<file path="config.mk">
export PLATFORM = sky130hd
export DESIGN_NAME = rx_ds_char
export DESIGN_NICKNAME = d
export VERILOG_FILES = /design/src/rtl/rx_ds_char.sv
export SDC_FILE = /design/constraint.sdc
export NUM_CORES = 1
export LEC_CHECK = 0
export BUFFER_PORTS_ARGS = -buffer_cell sky130_fd_sc_hd__buf_2
export CORE_MARGIN = 2
export CORE_UTILIZATION = 55
export DETAILED_ROUTE_END_ITERATION = 8
export GPL_TIMING_DRIVEN = 1
export PLACE_DENSITY_LB_ADDON = 0.1
export RECOVER_POWER = 25
export SLEW_MARGIN = 20
export SYNTH_ARGS = -nofsm -noshare
export SYNTH_HDL_FRONTEND = slang
export SYNTH_SLANG_ARGS = --single-unit
</file>
<file path="constraint.sdc">
create_clock -name RxClk -period 1.82 [get_ports RxClk]
set_clock_uncertainty 0.1 [all_clocks]
set_input_delay 0 -clock RxClk [delete_from_list [all_inputs] [get_ports RxClk]]
set_output_delay 0 -clock RxClk [all_outputs]
set_load 0.01 [all_outputs]
</file>
<file path="src/rtl/rx_ds_char.sv">
// rx_ds_char: character-level receiver for the Data-Strobe link.
//
// Decodes the per-cycle dual-rail line symbol {Rx1,Rx0} into 8-bit data characters and 2-bit
// link characters. Each decoded character goes into a one-entry holding register that is
// drained with a valid/ready handshake.
//
// Ports:
//   RxClk        in   clock, rising edge
//   RxReset      in   synchronous active-high reset
//   Rx1, Rx0     in   line rails: 10 = bit 1, 01 = bit 0, 00 = idle gap, 11 = illegal
//   dat_o[7:0]   out  received character (link characters use [1:0], [7:2] = 0)
//   lchar_o      out  1 = link character, 0 = data character
//   valid_o      out  holding register contains an undelivered character
//   ready_i      in   consumer takes the character when valid_o is also high
//   parity_err_o out  one-cycle pulse, parity check failed
//   frame_err_o  out  one-cycle pulse, illegal symbol or premature idle
//   overrun_o    out  one-cycle pulse, character completed while holding register full (dropped)
//
// Configuration macro: RX_DS_PARITY_CHECK_EN. When undefined, the parity bit is discarded,
// no parity state is kept and parity_err_o is tied low.
//
// All outputs are registered; none depends combinationally on an input.

module rx_ds_char (
    input  logic       RxClk,
    input  logic       RxReset,
    input  logic       Rx1,
    input  logic       Rx0,
    output logic [7:0] dat_o,
    output logic       lchar_o,
    output logic       valid_o,
    input  logic       ready_i,
    output logic       parity_err_o,
    output logic       frame_err_o,
    output logic       overrun_o
);

    typedef enum logic [1:0] {StHunt, StIdle, StFlag, StData} state_e;

    state_e     state_q, state_d;
    logic [3:0] cnt_q, cnt_d;             // payload bits still expected
    logic [7:0] sr_q, sr_d;               // payload shift register
    logic [7:0] sr_shift;
    logic       cur_lchar_q, cur_lchar_d; // flag of the character being received
    logic [7:0] dat_q, dat_d;
    logic       lchar_q, lchar_d;
    logic       valid_q, valid_d;
    logic       frame_err_q, frame_err_d;
    logic       overrun_q, overrun_d;
    logic       frame_hit;

`ifdef RX_DS_PARITY_CHECK_EN
    logic       p_q, p_d;
    logic       prev_xor_q, prev_xor_d;
    logic       skip_chk_q, skip_chk_d;
    logic       run_xor_q, run_xor_d;
    logic       parity_err_q, parity_err_d;
`endif

    logic sym_gap, sym_bit, sym_bad, bit_val;

    assign sym_gap = ~Rx1 & ~Rx0;
    assign sym_bit = Rx1 ^ Rx0;
    assign sym_bad = Rx1 & Rx0;
    assign bit_val = Rx1;

    // Payload arrives LSB first; shift in at the top of the character's own width so that
    // the first bit ends up in bit 0.
    assign sr_shift = cur_lchar_q ? {6'b0, bit_val, sr_q[1]} : {bit_val, sr_q[7:1]};

    always_comb begin
        state_d     = state_q;
        cnt_d       = cnt_q;
        sr_d        = sr_q;
        cur_lchar_d = cur_lchar_q;
        dat_d       = dat_q;
        lchar_d     = lchar_q;
        valid_d     = valid_q;
        overrun_d   = 1'b0;
        frame_hit   = 1'b0;
`ifdef RX_DS_PARITY_CHECK_EN
        p_d          = p_q;
        prev_xor_d   = prev_xor_q;
        skip_chk_d   = skip_chk_q;
        run_xor_d    = run_xor_q;
        parity_err_d = 1'b0;
`endif

        // Consumer handshake; a delivery below in the same cycle overrides this.
        if (valid_q && ready_i) begin
            valid_d = 1'b0;
        end

        case (state_q)
            StHunt: begin
                if (sym_gap) begin
                    state_d = StIdle;
                end
            end

            StIdle: begin
                if (sym_bit) begin
`ifdef RX_DS_PARITY_CHECK_EN
                    p_d = bit_val;
`endif
                    state_d = StFlag;
                end else if (sym_bad) begin
                    frame_hit = 1'b1;
                end
            end

            StFlag: begin
                if (sym_bit) begin
                    cur_lchar_d = bit_val;
                    cnt_d       = bit_val ? 4'd2 : 4'd8;
                    sr_d        = 8'h00;
                    state_d     = StData;
`ifdef RX_DS_PARITY_CHECK_EN
                    run_xor_d = 1'b0;
                    if (skip_chk_q) begin
                        skip_chk_d = 1'b0;
                    end else if (!(p_q ^ bit_val ^ prev_xor_q)) begin
                        parity_err_d = 1'b1;
                        prev_xor_d   = 1'b0;
                        skip_chk_d   = 1'b1;
                        state_d      = StHunt;
                    end
`endif
                end else begin
                    frame_hit = 1'b1;
                end
            end

            StData: begin
                if (sym_bit) begin
                    sr_d  = sr_shift;
                    cnt_d = cnt_q - 4'd1;
`ifdef RX_DS_PARITY_CHECK_EN
                    run_xor_d = run_xor_q ^ bit_val;
`endif
                    if (cnt_q == 4'd1) begin
`ifdef RX_DS_PARITY_CHECK_EN
                        prev_xor_d = run_xor_q ^ bit_val;
`endif
                        state_d = StHunt;
                        if (!valid_q || ready_i) begin
                            dat_d   = sr_shift;
                            lchar_d = cur_lchar_q;
                            valid_d = 1'b1;
                        end else begin
                            overrun_d = 1'b1;
                        end
                    end
                end else begin
                    frame_hit = 1'b1;
                end
            end

            default: state_d = StHunt;
        endcase

        frame_err_d = frame_hit;
        if (frame_hit) begin
            state_d = StHunt;
`ifdef RX_DS_PARITY_CHECK_EN
            prev_xor_d = 1'b0;
            skip_chk_d = 1'b1;
`endif
        end
    end

    always_ff @(posedge RxClk) begin
        if (RxReset) begin
            state_q     <= StHunt;
            cnt_q       <= 4'd0;
            sr_q        <= 8'h00;
            cur_lchar_q <= 1'b0;
            dat_q       <= 8'h00;
            lchar_q     <= 1'b0;
            valid_q     <= 1'b0;
            frame_err_q <= 1'b0;
            overrun_q   <= 1'b0;
`ifdef RX_DS_PARITY_CHECK_EN
            p_q          <= 1'b0;
            prev_xor_q   <= 1'b0;
            skip_chk_q   <= 1'b0;
            run_xor_q    <= 1'b0;
            parity_err_q <= 1'b0;
`endif
        end else begin
            state_q     <= state_d;
            cnt_q       <= cnt_d;
            sr_q        <= sr_d;
            cur_lchar_q <= cur_lchar_d;
            dat_q       <= dat_d;
            lchar_q     <= lchar_d;
            valid_q     <= valid_d;
            frame_err_q <= frame_err_d;
            overrun_q   <= overrun_d;
`ifdef RX_DS_PARITY_CHECK_EN
            p_q          <= p_d;
            prev_xor_q   <= prev_xor_d;
            skip_chk_q   <= skip_chk_d;
            run_xor_q    <= run_xor_d;
            parity_err_q <= parity_err_d;
`endif
        end
    end

    assign dat_o       = dat_q;
    assign lchar_o     = lchar_q;
    assign valid_o     = valid_q;
    assign frame_err_o = frame_err_q;
    assign overrun_o   = overrun_q;
`ifdef RX_DS_PARITY_CHECK_EN
    assign parity_err_o = parity_err_q;
`else
    assign parity_err_o = 1'b0;
`endif

endmodule

</file>
==> Word-level counts from Yosys, hierarchy flattened <==
Cells that the tools add are included.
Widths: inputs -> output; s select.
{ "totals": {"out_inout_bits": 13, "input_bits": 5, "elab_cells": 63, "ff_bits": 27} }
{ "classes": {"add_sub_neg": 1, "reduce_logical": 12, "muxes": 24, "n_eq_ne": 9, "bitwise_logic": 8} }
{ "ops": {"columns": ["op", "n"], "rows": [
  ["$mux 8", 3],
  ["$pmux 8 s2", 1],
  ["$mux 4", 3],
  ["$mux 2", 5],
  ["$ne 2x2->1 const B", 5],
  ["$mux 1", 9],
  ["$pmux 2 s4", 1],
  ["$pmux 4 s2", 1],
  ["$not 1->1", 5],
  ["$reduce_and 5->1", 1],
  ["$eq 2x2->1 const B", 2],
  ["$eq 4x1->1 const B", 1],
  ["$reduce_and 4->1", 1],
  ["$reduce_or 2->1", 2],
  ["$reduce_or 4->1", 1],
  ["$sub 4x1->4 const B", 1],
  ["$reduce_and 3->1", 1],
  ["$and 1x1->1", 2],
  ["$eq 2x1->1 const B", 1],
  ["$logic_not 2->1", 1],
  ["$pmux 1 s2", 1],
  ["$reduce_and 2->1", 1],
  ["$reduce_bool 2->1", 1],
  ["$logic_and 1x1->1", 1],
  ["other kinds (3)", 3]
]} }

==> Longest topological paths before layout <==
Gate-level depths: netlist of run 1.
{ "logic_depth": {"ltp_word": 6, "ltp_mapped": 7} }

==> Least setup slack after synthesis of run 1 <==
OpenSTA, ideal clock, no wires.
{ "synth_path": {"kind": "register to register", "startpoint": "reg state_q[1]", "endpoint": "reg state_q[0]", "setup_slack_ns": 0.235, "t_required_ns": 1.617, "synth_period_minus_slack_ns": 1.585, "n_path_buf": 1, "t_arrival_ns": 1.382, "stages_incl_launch_ff": 6, "path_cell_list": "dfxtp_1 > ha_1 > buf_6 > nor3_4 > o221ai_1 > a2111oi_2"} }
{ "synth_between": {"elab_chain_len": 4, "elab_cells_between_ends": 14, "cone_classes": "eq/ne: 8; mux: 2; reduce/logical: 4"} }
{ "synth_rtl": {"columns": ["item", "line_no", "rtl"], "rows": [
  ["from (decl)", "40", "state_e state_q, state_d;"],
  ["from (signal assigned)", "174", "state_q <= StHunt;"],
  ["from (signal assigned)", "191", "state_q <= state_d;"],
  ["$eq 2x2->1", "94", "case (state_q)"],
  ["$reduce_or 2->1 (no line)", null, null],
  ["$pmux 1 s2", "94", null],
  ["$reduce_or 2->1 (no line)", null, null]
]} }
Parallel ways exist; a longest one is shown, timed or not.
A chain may end at the register's enable or synchronous reset.

==> Worst setup path in the final report of run 1 <==
{ "layout_path": {"startpoint": "in Rx1", "endpoint": "reg cnt_q[2]"} }
{ "layout_between": {"elab_chain_len": 3, "elab_cells_between_ends": 4, "cone_classes": "eq/ne: 2; bitwise: 1; reduce/logical: 1"} }
{ "layout_rtl": {"columns": ["item", "line_no", "rtl"], "rows": [
  ["from (decl)", "27", "input logic Rx1,"],
  ["$xor 1x1->1 *", "63", "assign sym_bit = Rx1 ^ Rx0;"],
  ["$ne 2x2->1 (no line)", null, null],
  ["$reduce_and 3->1 (no line) *", null, null],
  ["to (signal assigned)", "192", "cnt_q <= cnt_d;"],
  ["to (decl)", "41", "logic [3:0] cnt_q, cnt_d;"]
]} }
Every way passes the cells marked *; elsewhere a longest branch is shown, timed or not.

==> flow_summary.json, run 1 <==
{
  "gp_congestion": 0.895,
  "grt_use_total": 0.196,
  "wl_met2_um": 1090,
  "synth.avg_cell_area_um2": 9.01,
  "yosys.area_share.simple": 0.233,
  "grt_antenna_before_repair": 0,
  "root_buffer": "clkbuf_4",
  "diodes": 0,
  "power.leakage_nw": 0.556,
  "ys_types": 32,
  "ant_nets": 0,
  "grt_overflow_total": 0,
  "tritoncts": "built",
  "drt_iter0_markers": 7,
  "synth_adder_area_share": 0.0985,
  "ir_drop_mv": 0.896,
  "worstSetupStartpoint": "Rx1",
  "synth_top_area_frac": 0.410,
  "status": "completed",
  "drv_slew": 0,
  "crit_fanout": 10,
  "wl_met3_um": 65,
  "die_w_um": 52.1,
  "hold_path.class": "primary input to flip-flop",
  "highest_layer": "met4",
  "synthFlopType": "dfxtp_1",
  "max_freq_mhz": 582,
  "die_area_um2": 2710,
  "tns_ps": 0,
  "worstSetupPathType": "primary input to flip-flop",
  "cp-start-kind": "primary input",
  "yosys-top-cells-area": "dfxtp_1, ha_1, a21oi_1, mux2i_1, nand3_1",
  "fp.dieH_um": 52.1,
  "routed_wl_um": 2420,
  "clk_pin_slew_ps": 140,
  "reg2regPathDepth": 5,
  "cts_buffers": 3,
  "maxCapViolCount": 0,
  "wl_met1_um": 1210,
  "insertion_delay_ps": 330,
  "first_global_vias": 893,
  "total_power_mw": 1.38,
  "grt_max_degree": 27,
  "synth_area_leader_cell": "dfxtp_1",
  "ys_seq_elements": 26,
  "syn_to_final_growth_pct": 15.4,
  "cp.required_ps": 1930,
  "period_minus_slack_ps": 1720,
  "grt_pass1_wl_um": 3920,
  "synth-xor-area-share": 0,
  "synth-compound-area-share": 0.139,
  "coreArea_um2": 2190,
  "syn_area_um2": 1270,
  "synthArstFlopShare": 0,
  "rr_endpoint": "state_q[0]$_SDFFE_PP0P_",
  "drive_gt1_frac": 0.161,
  "synth_edf_count": 0,
  "arrival_ps": 1830,
  "io_pins": 18,
  "setup_viol": 0,
  "synthMuxAreaShare": 0.0483,
  "start_util": 0.580,
  "synth_sequential_area_ratio": 0.410,
  "timing.rr.start": "state_q[1]$_SDFFE_PP0P_",
  "htreeDepth": 1,
  "synth_top_family_by_area": "simple AND/OR/NAND/NOR gates",
  "vias": 991,
  "powerDensity_nw_per_um2": 942,
  "ctsLongestPathBuffers": 2,
  "hold_viol": 0,
  "cts_sinks": 26,
  "syn_nets": 156,
  "avgRoutedWirePerCell_um": 12.8,
  "numPortBuffers": 16,
  "fp-row-count": 17,
  "critPathCapture": "cnt_q[2]$_SDFFE_PP0P_",
  "grt_setup_unrepaired": "no",
  "layout_common_cells": "dfxtp_1, a21oi_1, nand2_1",
  "r2r_slack_ps": 120,
  "end_kind": "flip-flop",
  "dr.pass1.iters": 5,
  "drcViolationCount": 0,
  "fin_crit_sh": 0.944,
  "layout_commonest_cell": "dfxtp_1",
  "syn_inst": 141,
  "ys_warn_count": 0,
  "nets": 177,
  "dp_hpwl_um": 1600,
  "routed_via_density": 5.24
}
[worst min path at each step]
stage | depth (start not counted) | end | startpoint | slack, ps
2_1_floorplan | 2 | cur_lchar_q$_SDFFE_PP0P_ | Rx1 | 50
4_1_cts | 5 | cnt_q[1]$_SDFFE_PP0P_ | Rx0 | 130
5_1_grt | 5 | cnt_q[1]$_SDFFE_PP0P_ | Rx0 | 180
6_report | 5 | cnt_q[1]$_SDFFE_PP0P_ | Rx0 | 150
3_5_place_dp | 3 | overrun_o$_SDFF_PP0_ | ready_i | 230
3_3_place_gp | 3 | overrun_o$_SDFF_PP0_ | ready_i | 220
[final cells by class]
class / count / area [um2]
clock buffers: 3 / 22.5
inverters: 7 / 26.3
fillers: 184 / 726
clock inverters: 1 / 30.0
well taps: 28 / 35.0
flip-flops and latches: 26 / 522
multi-input cells: 99 / 684
repair buffers: 25 / 145
[logic make-up (layout without fill, tap and decap cells)]
logic type / Yosys count / after routing
other cells: 1 / 1
flops: 26 / 26
compound gates: 28 / 28
mux: 6 / 6
fa+ha+maj: 10 / 10
simple gates: 53 / 54
buf+inv: 17 / 36
[repair_timing]
item                                    4_1_cts  5_1_grt
hold buffers                                  3        0
setup buffers                                 0        2
hold endpoints to repair                     11        0
endpoints found under the setup margin        0        9
resized for setup                             0        3
[metrics by stage]
stage                     hold slack [ps]   util  setup slack [ps]  std cells  instance area, um2
after detailed placement              234  0.619              81.6        179                1360
after floorplan                      47.5      -               235        141                1270
after global placement                222  0.619               100        179                1360
after CTS                             130  0.656              48.3        186                1440
after global routing                  185  0.669              2.71        189                1470
final                                 154  0.669               103        189                1470
[critical path, cell delays in order]
cell and delay (ps):
dlygate4sd3_1 520, buf_2 180, inv_1 80, ha_1 310
buf_4 170, o21ai_0 140, buf_4 200, o21ai_0 160
a21oi_1 80
[sequential cells by signal (all words and copies together) (netlist names)]
| register | cells |
|---|---|
| dat_o | 8 |
| sr_q | 7 |
| cnt_q | 4 |
| state_q | 2 |
| cur_lchar_q | 1 |
| frame_err_o | 1 |
| lchar_o | 1 |
| overrun_o | 1 |
| valid_o | 1 |
[Yosys cell counts (all sizes together), types with 4 or more instances]
master,n
dfxtp,26
a21oi,17
nand2,11
ha,10
nand3,9
nor2,8
inv,7
nand2b,7
buf,6
nor3,6
mux2i,5
nand3b,5
clkbuf,4
[per-layer routing]
layer / vias up / global-route usage
met3: 7 / 0.0259
met1: 443 / 0.257
met5: - / 0
met4: 0 / 0.105
li1: 526 / -
met2: 15 / 0.312
[power breakdown]
group	internal [mW]	leakage, nW	total (mW)	switching (mW)
Sequential	0.600	0.210	0.636	0.0362
Clock	0.223	0.0279	0.402	0.179
Combinational	0.149	0.318	0.342	0.192
Total	0.972	0.556	1.38	0.407
(Power assumes the default switching activity.)
==> run 2: changes to the inputs <==
Settings changed: RECOVER_POWER 25 to 50.
==> run 2 against run 1 <==
Core utilization down 0.23 points. Routed wire length down 0.58%. Non-clock buffer count unchanged. Final area down 0.34%. Critical path depth unchanged. Combinational power about the same.
==> flow_summary.json, run 2 (synthesized netlist as in run 1, its figures left out) <==
{
  "tritoncts": "built",
  "dr.pass1.iters": 4,
  "cts_buffers": 3,
  "arrival_ps": 1830,
  "power.leakage_nw": 0.538,
  "path_cells": "dlygate4sd3_1 > buf_2 > inv_1 > ha_1 > buf_4 > o21ai_0 > buf_4 > o21ai_0 > a21oi_1",
  "gp_congestion": 0.895,
  "powerDensity_nw_per_um2": 947,
  "max_freq_mhz": 583,
  "tns_ps": 0,
  "grt_max_degree": 27,
  "ant_nets": 0,
  "grt_use_total": 0.196,
  "first_global_vias": 893,
  "start_util": 0.580,
  "grt_antenna_before_repair": 0,
  "cp-start-kind": "primary input",
  "vias": 997,
  "ir_drop_mv": 0.897,
  "die_w_um": 52.1,
  "crit_fanout": 10,
  "fp-row-count": 17,
  "hold_viol": 0,
  "avgRoutedWirePerCell_um": 12.7,
  "die_area_um2": 2710,
  "coreArea_um2": 2190,
  "routed_wl_um": 2400,
  "period_minus_slack_ps": 1710,
  "cp.required_ps": 1940,
  "io_pins": 18,
  "grt_pass1_wl_um": 3920,
  "grt_setup_unrepaired": "no",
  "drcViolationCount": 0,
  "grt_overflow_total": 0,
  "slowest_delay_ps": 520,
  "status": "completed",
  "path_buf_inv": 5,
  "setup_viol": 0,
  "end_kind": "flip-flop",
  "routed_via_density": 5.28,
  "layout_commonest_cell": "dfxtp_1",
  "largest_register_ffs": 8,
  "syn_to_final_growth_pct": 15.0,
  "ctsLongestPathBuffers": 2,
  "drive_gt1_frac": 0.137,
  "clk_pin_slew_ps": 140,
  "diodes": 0,
  "htreeDepth": 1,
  "root_buffer": "clkbuf_4",
  "worstSetupPathType": "primary input to flip-flop",
  "drv_slew": 0,
  "dp_hpwl_um": 1600,
  "drt_iter0_markers": 12,
  "cts_sinks": 26,
  "numPortBuffers": 16,
  "layout_common_cells": "dfxtp_1, a21oi_1, clkbuf_1",
  "critPathSlowestCell": "dlygate4sd3_1",
  "insertion_delay_ps": 330,
  "hold_path.class": "primary input to flip-flop",
  "crit_family": "buffers and inverters",
  "fin_crit_sh": 0.942,
  "maxCapViolCount": 0,
  "fp.dieH_um": 52.1,
  "total_power_mw": 1.38,
  "nets": 177
}
[run 2: changes by cell type in the layout (fill, tap and decap cells not counted)]
cell	before	now
buf_4	6	5
clkbuf_4	3	4
clkbuf_1	8	12
buf_2	8	4
[run 2: layout make-up]
type / instances / area, um2
Clock inverter: 1 / 30.0
Timing Repair Buffer: 25 / 140
Sequential cell: 26 / 522
Tap cell: 28 / 35.0
Multi-Input combinational cell: 99 / 684
Fill cell: 187 / 731
Inverter: 7 / 26.3
Clock buffer: 3 / 22.5
[run 2: layer usage]
metal / vias to the layer above / global-route usage / share of wire
li1: 526 / - / -
met1: 449 / 0.257 / 0.50
met2: 15 / 0.312 / 0.44
met3: 7 / 0.0259 / 0.028
met4: 0 / 0.105 / 0.024
met5: - / 0 / 0
[run 2: path summary, 6_finish.rpt]
check,startpoint,to,slack [ps],depth (start not counted)
max,Rx1,cnt_q[2]$_SDFFE_PP0P_,110,9
min,Rx0,frame_err_o$_SDFF_PP0_,150,5
max reg2reg,state_q[1]$_SDFFE_PP0P_,state_q[0]$_SDFFE_PP0P_,120,5
min reg2reg,sr_q[2]$_SDFFE_PP0P_,sr_q[2]$_SDFFE_PP0P_,370,2
[run 2: power by group]
group / internal (mW) / switching [mW]
Combinational: 0.149 / 0.192
Clock: 0.223 / 0.182
Sequential: 0.600 / 0.0362
Total: 0.972 / 0.410
[run 2: timing repair]
item / 4_1_cts / 5_1_grt
hold buffers: 3 / 0
gates resized for setup: 0 / 3
setup endpoints to repair: 0 / 9
endpoints found under the hold margin: 11 / 0
buffers inserted: 0 / 2
[run 2: worst reg2reg max path: cells and delay by family (launching register included)]
kind | cells | cell delay, ps
adders and majority gates | 1 | 240
DFF | 1 | 390
AOI/OAI and AO/OA | 2 | 520
buffers and inverters | 1 | 160
and+or+nand+nor | 1 | 200
[run 2: per-stage QoR]
| step | cells | cell area [um2] | worst slack, ps | utilization | hold WS [ps] |
|---|---|---|---|---|---|
| 2_1_floorplan | 141 | 1270 | 235 | - | 47.5 |
| 3_3_place_gp | 179 | 1360 | 100 | 0.619 | 222 |
| 3_5_place_dp | 179 | 1360 | 81.6 | 0.619 | 234 |
| 4_1_cts | 186 | 1440 | 48.3 | 0.656 | 130 |
| 5_1_grt | 189 | 1460 | 2.71 | 0.666 | 185 |
| 6_report | 189 | 1460 | 105 | 0.666 | 151 |
